===== src/rtl/instr_loader_pkg.sv =====
// Shared types and default control words for the program loader.
package instr_loader_pkg;

  typedef enum logic [1:0] {
    ST_WAIT = 2'd0,
    ST_LOAD = 2'd1,
    ST_DONE = 2'd2
  } state_t;

  // Terminator and restart words, matching the assembler-side tools.
  localparam logic [15:0] DEF_END_INSTR     = 16'hFFFF;
  localparam logic [15:0] DEF_RESTART_INSTR = 16'hFFFE;

endpackage


===== src/rtl/instr_loader.sv =====
// Program loader: writes received instructions to consecutive memory addresses and holds the CPU in reset while loading.
// Optional running checksum of written words is enabled by defining LOADER_CHECKSUM_EN.
module instr_loader
  import instr_loader_pkg::*;
#(
  parameter int                 ADDR_W        = 8,
  parameter int                 DATA_W        = 16,
  parameter logic [DATA_W-1:0]  END_INSTR     = DATA_W'(DEF_END_INSTR),
  parameter logic [DATA_W-1:0]  RESTART_INSTR = DATA_W'(DEF_RESTART_INSTR)
) (
  input  logic              clk,
  input  logic              rst,
  input  logic              i_rx_dv,
  input  logic [DATA_W-1:0] i_rx_instr,
  output logic              o_mem_we,
  output logic [ADDR_W-1:0] o_mem_addr,
  output logic [DATA_W-1:0] o_mem_data,
  output logic              o_cpu_rst,
  output logic              o_load_done,
  output logic              o_full,
  output logic [ADDR_W:0]   o_count,
  output logic [15:0]       o_checksum
);

  localparam logic [ADDR_W-1:0] PTR_MAX = '1;

  state_t            r_state;
  logic [ADDR_W-1:0] r_ptr;
  logic              r_we;
  logic [ADDR_W-1:0] r_addr;
  logic [DATA_W-1:0] r_data;
  logic              r_cpu_rst;
  logic              r_done;
  logic              r_full;
  logic [ADDR_W:0]   r_count;

  logic w_loading;
  logic w_is_end;
  logic w_write;
  logic w_restart;

  assign w_loading = (r_state != ST_DONE);
  assign w_is_end  = (i_rx_instr == END_INSTR);
  assign w_write   = w_loading && i_rx_dv && !w_is_end;
  assign w_restart = !w_loading && i_rx_dv && (i_rx_instr == RESTART_INSTR);

  always_ff @(posedge clk or posedge rst) begin
    if (rst) begin
      r_state   <= ST_WAIT;
      r_ptr     <= '0;
      r_we      <= 1'b0;
      r_addr    <= '0;
      r_data    <= '0;
      r_cpu_rst <= 1'b1;
      r_done    <= 1'b0;
      r_full    <= 1'b0;
      r_count   <= '0;
    end else begin
      r_we <= 1'b0;
      case (r_state)
        ST_WAIT, ST_LOAD: begin
          if (w_write) begin
            r_we    <= 1'b1;
            r_addr  <= r_ptr;
            r_data  <= i_rx_instr;
            r_count <= r_count + 1'b1;
            // Last slot written: stop here rather than wrap the pointer.
            if (r_ptr == PTR_MAX) begin
              r_state   <= ST_DONE;
              r_full    <= 1'b1;
              r_cpu_rst <= 1'b0;
              r_done    <= 1'b1;
            end else begin
              r_ptr   <= r_ptr + 1'b1;
              r_state <= ST_LOAD;
            end
          end else if (i_rx_dv) begin
            r_state   <= ST_DONE;
            r_cpu_rst <= 1'b0;
            r_done    <= 1'b1;
          end
        end
        ST_DONE: begin
          if (w_restart) begin
            r_state   <= ST_WAIT;
            r_ptr     <= '0;
            r_count   <= '0;
            r_full    <= 1'b0;
            r_done    <= 1'b0;
            r_cpu_rst <= 1'b1;
          end
        end
        default: r_state <= ST_WAIT;
      endcase
    end
  end

`ifdef LOADER_CHECKSUM_EN
  logic [15:0] r_checksum;

  always_ff @(posedge clk or posedge rst) begin
    if (rst) begin
      r_checksum <= '0;
    end else if (w_restart) begin
      r_checksum <= '0;
    end else if (w_write) begin
      r_checksum <= r_checksum + 16'(i_rx_instr);
    end
  end

  assign o_checksum = r_checksum;
`else
  assign o_checksum = '0;
`endif

  assign o_mem_we    = r_we;
  assign o_mem_addr  = r_addr;
  assign o_mem_data  = r_data;
  assign o_cpu_rst   = r_cpu_rst;
  assign o_load_done = r_done;
  assign o_full      = r_full;
  assign o_count     = r_count;

endmodule


===== config.mk =====
export PLATFORM = sky130hd
export DESIGN_NAME = instr_loader
export DESIGN_NICKNAME = d
export VERILOG_FILES = /design/src/rtl/instr_loader_pkg.sv /design/src/rtl/instr_loader.sv
export SDC_FILE = /design/constraint.sdc
export NUM_CORES = 1
export LEC_CHECK = 0
export CAP_MARGIN = 15
export CORE_UTILIZATION = 41
export DETAILED_ROUTE_END_ITERATION = 6
export PLACE_DENSITY_LB_ADDON = 0.25
export SYNTH_ARGS = -nofsm -noshare
export SYNTH_HDL_FRONTEND = slang
export SYNTH_SLANG_ARGS = --single-unit

===== constraint.sdc =====
create_clock -name clk -period 1.7 [get_ports clk]
set_input_delay 0.51 -clock clk [delete_from_list [all_inputs] [get_ports clk]]
set_output_delay 0.51 -clock clk [all_outputs]
set_load 0.005 [all_outputs]

* After elaboration in Yosys (flattened, before gate mapping)
Cells that the tools add are included.
** Storage, ports and cells
- Bits in read-only memories :: 0
- Flip-flop bits (word level) :: 47
- Memories kept :: 0
- Bits in writable memories :: 0
- Latch bits :: 0
- Output and inout bits :: 53
** Operators by class
- $add $sub $neg :: 2
- Multipliers :: 0
- Magnitude comparators :: 0
- Mux-type cells :: 26
- Equality and inequality tests :: 12
- Bitwise logic cells :: 0
- Reductions and logical operators :: 15
- Divide/modulo/power cells :: 0
- Shifts and indexed selects :: 0
** Operators by type and width (number)
- 16-bit == test, second input constant :: 2
- 8-bit two-way mux :: 3
- 9-bit two-way mux :: 2
- 9-bit one-hot mux with 2 select lines :: 1
- 8-bit one-hot mux with 2 select lines :: 1
- 4-bit AND reduction :: 3
- 1-bit two-way mux :: 11
- 2-bit != test, second input constant :: 5
- 9-bit by 1-bit adder with 9-bit output, second input constant :: 1
- 8-bit by 1-bit adder with 8-bit output, second input constant :: 1
- 8-bit == test, second input constant :: 1
- 2-bit two-way mux :: 4
- 3-bit != test, second input constant :: 2
- 1-bit one-hot mux with 2 select lines :: 3
- 1-bit logical AND :: 4
- 2-bit one-hot mux with 2 select lines :: 1
- 2-bit AND reduction :: 2
- 3-bit AND reduction :: 1
- 2-bit by 1-bit == test with 1-bit output, second input constant :: 1
- 2-bit == test, second input constant :: 1
- 1-bit logical NOT :: 2
- 2-bit logical NOT :: 1
- 2-bit nonzero test :: 1
- 2-bit OR reduction :: 1

* Depth between registers and ports, before layout
- Depth after elaboration :: 6
- Mapped depth :: 8
- Gate-level depth less buffers :: 6

* Least setup slack after synthesis
Ideal clock, no wire load.
- Path type :: in2reg
- Start :: input i_rx_instr[8]
- End :: register r_count[2] (netlist: o_count[2])
- Stages :: 7
- Data required time :: 1.579 ns
- Setup time :: 0.121 ns
- Arrival time :: 1.638 ns
- Setup slack :: -0.059 ns
- Path through :: nand4_1 nor4_4 nand2b_1 buf_4 inv_2 buf_6 a22o_1
** On the way
- Cells in the longest elaborated chain, start to end :: 5
** RTL lines
- start, declared :: RTL line instr_loader.sv:14 : input logic [DATA_W-1:0] i_rx_instr,
- 16-bit == test :: RTL line instr_loader.sv:43 : assign w_is_end = (i_rx_instr == END_INSTR);
- 1-bit logical NOT :: RTL line instr_loader.sv:44 : assign w_write = w_loading && i_rx_dv && !w_is_end;
- 1-bit logical AND :: RTL line instr_loader.sv:44
- 2-bit != test (no source line)
- 3-bit AND reduction (no source line) *
- end signal, assigned :: RTL line instr_loader.sv:66 : r_count <= r_count + 1'b1;
- end, declared :: RTL line instr_loader.sv:35 : logic [ADDR_W:0] r_count;
Every way passes the cells marked *; elsewhere a longest branch is shown, timed or not.
A chain may end at the register's enable or synchronous reset.

* Worst setup path in the final report
- Start :: register r_data[9] (netlist: o_mem_data[9])
- End :: output o_mem_data[9]
** RTL lines
- start, declared :: RTL line instr_loader.sv:31 : logic [DATA_W-1:0] r_data;
- start signal, assigned :: RTL line instr_loader.sv:65 : r_data <= i_rx_instr;
- end, declared :: RTL line instr_loader.sv:17 : output logic [DATA_W-1:0] o_mem_data,
No word-level cell between the ends.

==> out/results.env <==
PORTBUFFERS=55
SYNTH.YOSYS.SEQ_AREA_SHARE=0.518
NUMBER_OF_DETAILED_ROUTE_ITERATIONS_IN_THE_FIRST_PASS=4
LAYOUT_CELLS_SIZED_ABOVE_1=0.363
HPWL_UM=3880
DRT-WIRELENGTH-PER-CELL_UM=13.9
CRITICALPATHCATEGORY='reg2out'
POWER_DENSITY_nW_PER_UM2=949
CLK_PATH_BUF_DEPTH=2
WORST_IR_DROP_ON_VDD_V=0.000623
ROUTE.FINAL.WIRE_LENGTH_UM=6320
OVERFLOW=0
CTS.ROOT.BUFFER_CELL='clkbuf_8'
NUM_ROWS=26
TIMING.CRITICAL_PATH.FROM_TYPE='flop'
VIAS=2207
SETUP_VIOLATIONS=0
MAXCLOCKFREQUENCY_MHz=591
DR.FIRST_ITER.DRC_COUNT=98
FINAL_UTIL=0.715
CTSHTREEMAXLEVEL=2
TOP_LEVEL_PORTS=72
FINAL_MIN_PERIOD_OVER_CLOCK_PERIOD=0.995
NUMBER_OF_GLOBAL_ROUTE_VIAS_BEFORE_REPAIR=2040
MAPPEDNETLISTAREA_SQ_UM=2270
POWER_SWITCHING_SHARE=0.322
DRC=0
DRV_CAP=0
CRIT_BUF_INV=1
CORE_SQ_UM=5240
NNETSFINAL=406
FINAL-INSTANCE-COUNT-EXCL-FILL=456
NETLIST_INSTANCES=248
LARGEST_NET_DEGREE_AT_THE_START_OF_GLOBAL_ROUTING=48
CTS_MADE_BUFFERS=5
FLOORPLAN.DIE_AREA_SQ_UM=5850
CTS_TREE='done'
DIE_WIDTH_UM=76.5
FIN_SKEW_NS=0.00783
PROPORTION_OF_SYNTHESIZED_FLIP_FLOPS_HAVING_ASYNCHRONOUS_SET_OR_RESET=1.00
P_SEQ_FRAC=0.432
START_UTIL=0.434
INTERNAL-POWER_mW=2.41
PLACE.DETAILED.INSTANCES=408
P_SWITCHING_mW=1.14
CRITPATHARRIVALTIME_NS=1.18
CLK_LATENCY_NS=0.31
PLACE_CONGESTION=0.784
LAYOUT_COMMON_CELLS='nand2_1, buf_4, dfrtp_1'
DIE_Y_UM=76.5
SYNTH_TOP_AREA_FRAC=0.506
SYNTH_AREA_PER_CELL_SQ_UM=9.17
YOSYS_MOST_USED_DFF='dfrtp_1'
YS_SEQ_ELEMENTS=47
SYN2LAYOUT_AREA_GROWTH_PCT=64.8
HOLD-WORST-SLACK_NS=0.476
WORSTPATHREQUIRED_NS=1.19
BIGGEST_FANOUT_ALONG_THE_WORST_TIMING_PATH=2
FINAL_PERIOD_MINUS_WORST_SETUP_SLACK_NS=1.69
GRT_USAGE=0.205
WORSTHOLDPATHTYPE='reg2reg'
DRV_SLEW=0
DELAY_OF_THE_SLOWEST_CELL_ON_THE_WORST_PATH_NS=0.52
SYNTHESIS.YOSYS.WARNINGS=0
CTSHOLDBUFFERS=0
SYNTH_AREA_LEADER_CELL='dfrtp_1'
NUM-FILL-CELLS=396
CRITICAL_PATH.CELL_CHAIN='clkdlybuf4s50_1'
PRECTSSETUPSLACK_NS=-0.734
ANTENNA_FOUND_INITIAL=0
CLOCK_POWER_SHARE=0.196
CELLLEAKAGEPOWER_nW=2.10
NETLIST-CELL-TYPE-COUNT=44
CP_TOP_FAMILY='buffers and inverters'
STATUS='complete, no violations'
FINAL_HOLD_VIOL_COUNT=0
WORST_PATH_MAX_DELAY_CELL='clkdlybuf4s50_1'
POSTLAYOUTSETUPSLACKWORST_NS=0.00839
DIODES=0
TNS_NS=0
VIA_PER_INST=4.84
CRITPATHCAPTURETYPE='output port'
SHARE_COMB_OF_TOTAL_POWER=0.371
GRT_FIRST_PASS_WIRELENGTH_UM=9600
SYNTH_EDF_COUNT=0
ANT_NETS=0
CTS.CLK_SLEW.WORST_PATHS_NS=0.09
CTS.SINK_COUNT=47
YS_TOP_CELLS_BY_AREA='dfrtp_1, nand2_1, buf_4'
GRT_SETUP_UNREPAIRED='yes'
==> power by group through the flow <==
stage               clock network [mW]  registers, mW  logic, mW
floorplan                            0           1.57      0.428
global placement                     0           1.57      0.942
detailed placement                   0           1.59      0.961
CTS                              0.708           1.53       1.15
global route                     0.767           1.56       1.44
finish                           0.699           1.54       1.32
==> cell type report <==
cell class                      instances  area (sq um)  share of cell area
Inverter                                3          18.8             0.00501
Clock buffer                            5          68.8              0.0184
Timing Repair Buffer                  140          1280               0.343
Clock inverter                          3          25.0             0.00668
Multi-Input combinational cell        188          1080               0.289
Sequential cell                        47          1180               0.315
Tap cell                               70          87.6              0.0234
==> cells by family after synthesis <==
logic type	count (synthesis)	share of synthesized area
adder cells (fa/ha/maj)	2	0.0110
multiplexers	4	0.0176
buffers and inverters	28	0.0831
AND/OR/NAND/NOR	139	0.286
flip-flops	47	0.518
XOR/XNOR	2	0.00771
AO/OA/AOI/OAI	25	0.0749
other	1	0.00165
==> Yosys cell counts, types with 3 or more instances <==
master     n
nand2b_1   3
mux2i_1    4
nand4_1    8
dfrtp_1   46
nor3_1     4
nor4_1     3
o21ai_0    4
nor2_1     8
buf_4     19
buf_2      4
a21o_1     3
nand2_1   87
a21oi_1    3
nand3_1   10
a22o_1     3
==> final timing paths <==
kind	start	to	slack [ns]	cells after the start
max in group asynchronous	rst	o_cpu_rst	0.88	3
hold reg to reg	o_mem_addr[7]	o_mem_addr[7]	0.48	2
min in group asynchronous	rst	o_mem_addr[2]	0.54	3
setup reg to reg	o_count[1]	o_count[8]	0.10	7
hold / removal	o_mem_addr[7]	o_mem_addr[7]	0.48	2
setup / recovery	o_mem_data[9]	o_mem_data[9]	0.008	1
==> layer usage <==
layer	vias to the layer above	share of wire	global-route usage
met4	0	0.012	0.0500
met1	1055	0.44	0.279
met3	9	0.054	0.0407
li1	1072	-	-
met5	-	0	0
met2	71	0.49	0.335
==> metrics by stage <==
stage	instance area (sq um)	power, mW
floorplan	2330	2.00
global placement	3140	2.52
detailed placement	3140	2.55
CTS	3420	3.38
global route	3750	3.77
finish	3750	3.56
==> sequential cells by signal (all words and copies together), names as in the netlist <==
name / flops
o_mem_data: 16
o_mem_we: 1
o_load_done: 1
o_mem_addr: 8
o_full: 1
r_state: 2
o_cpu_rst: 1
r_ptr: 8
o_count: 9
==> repair_timing <==
item                                    CTS  global route
endpoints found under the setup margin   59            68
pin swaps                                10            19
gates resized for setup                  74            59
buffers inserted                         17            24
cloned                                    1             0
Note: power is estimated with default switching activity, not from simulation.
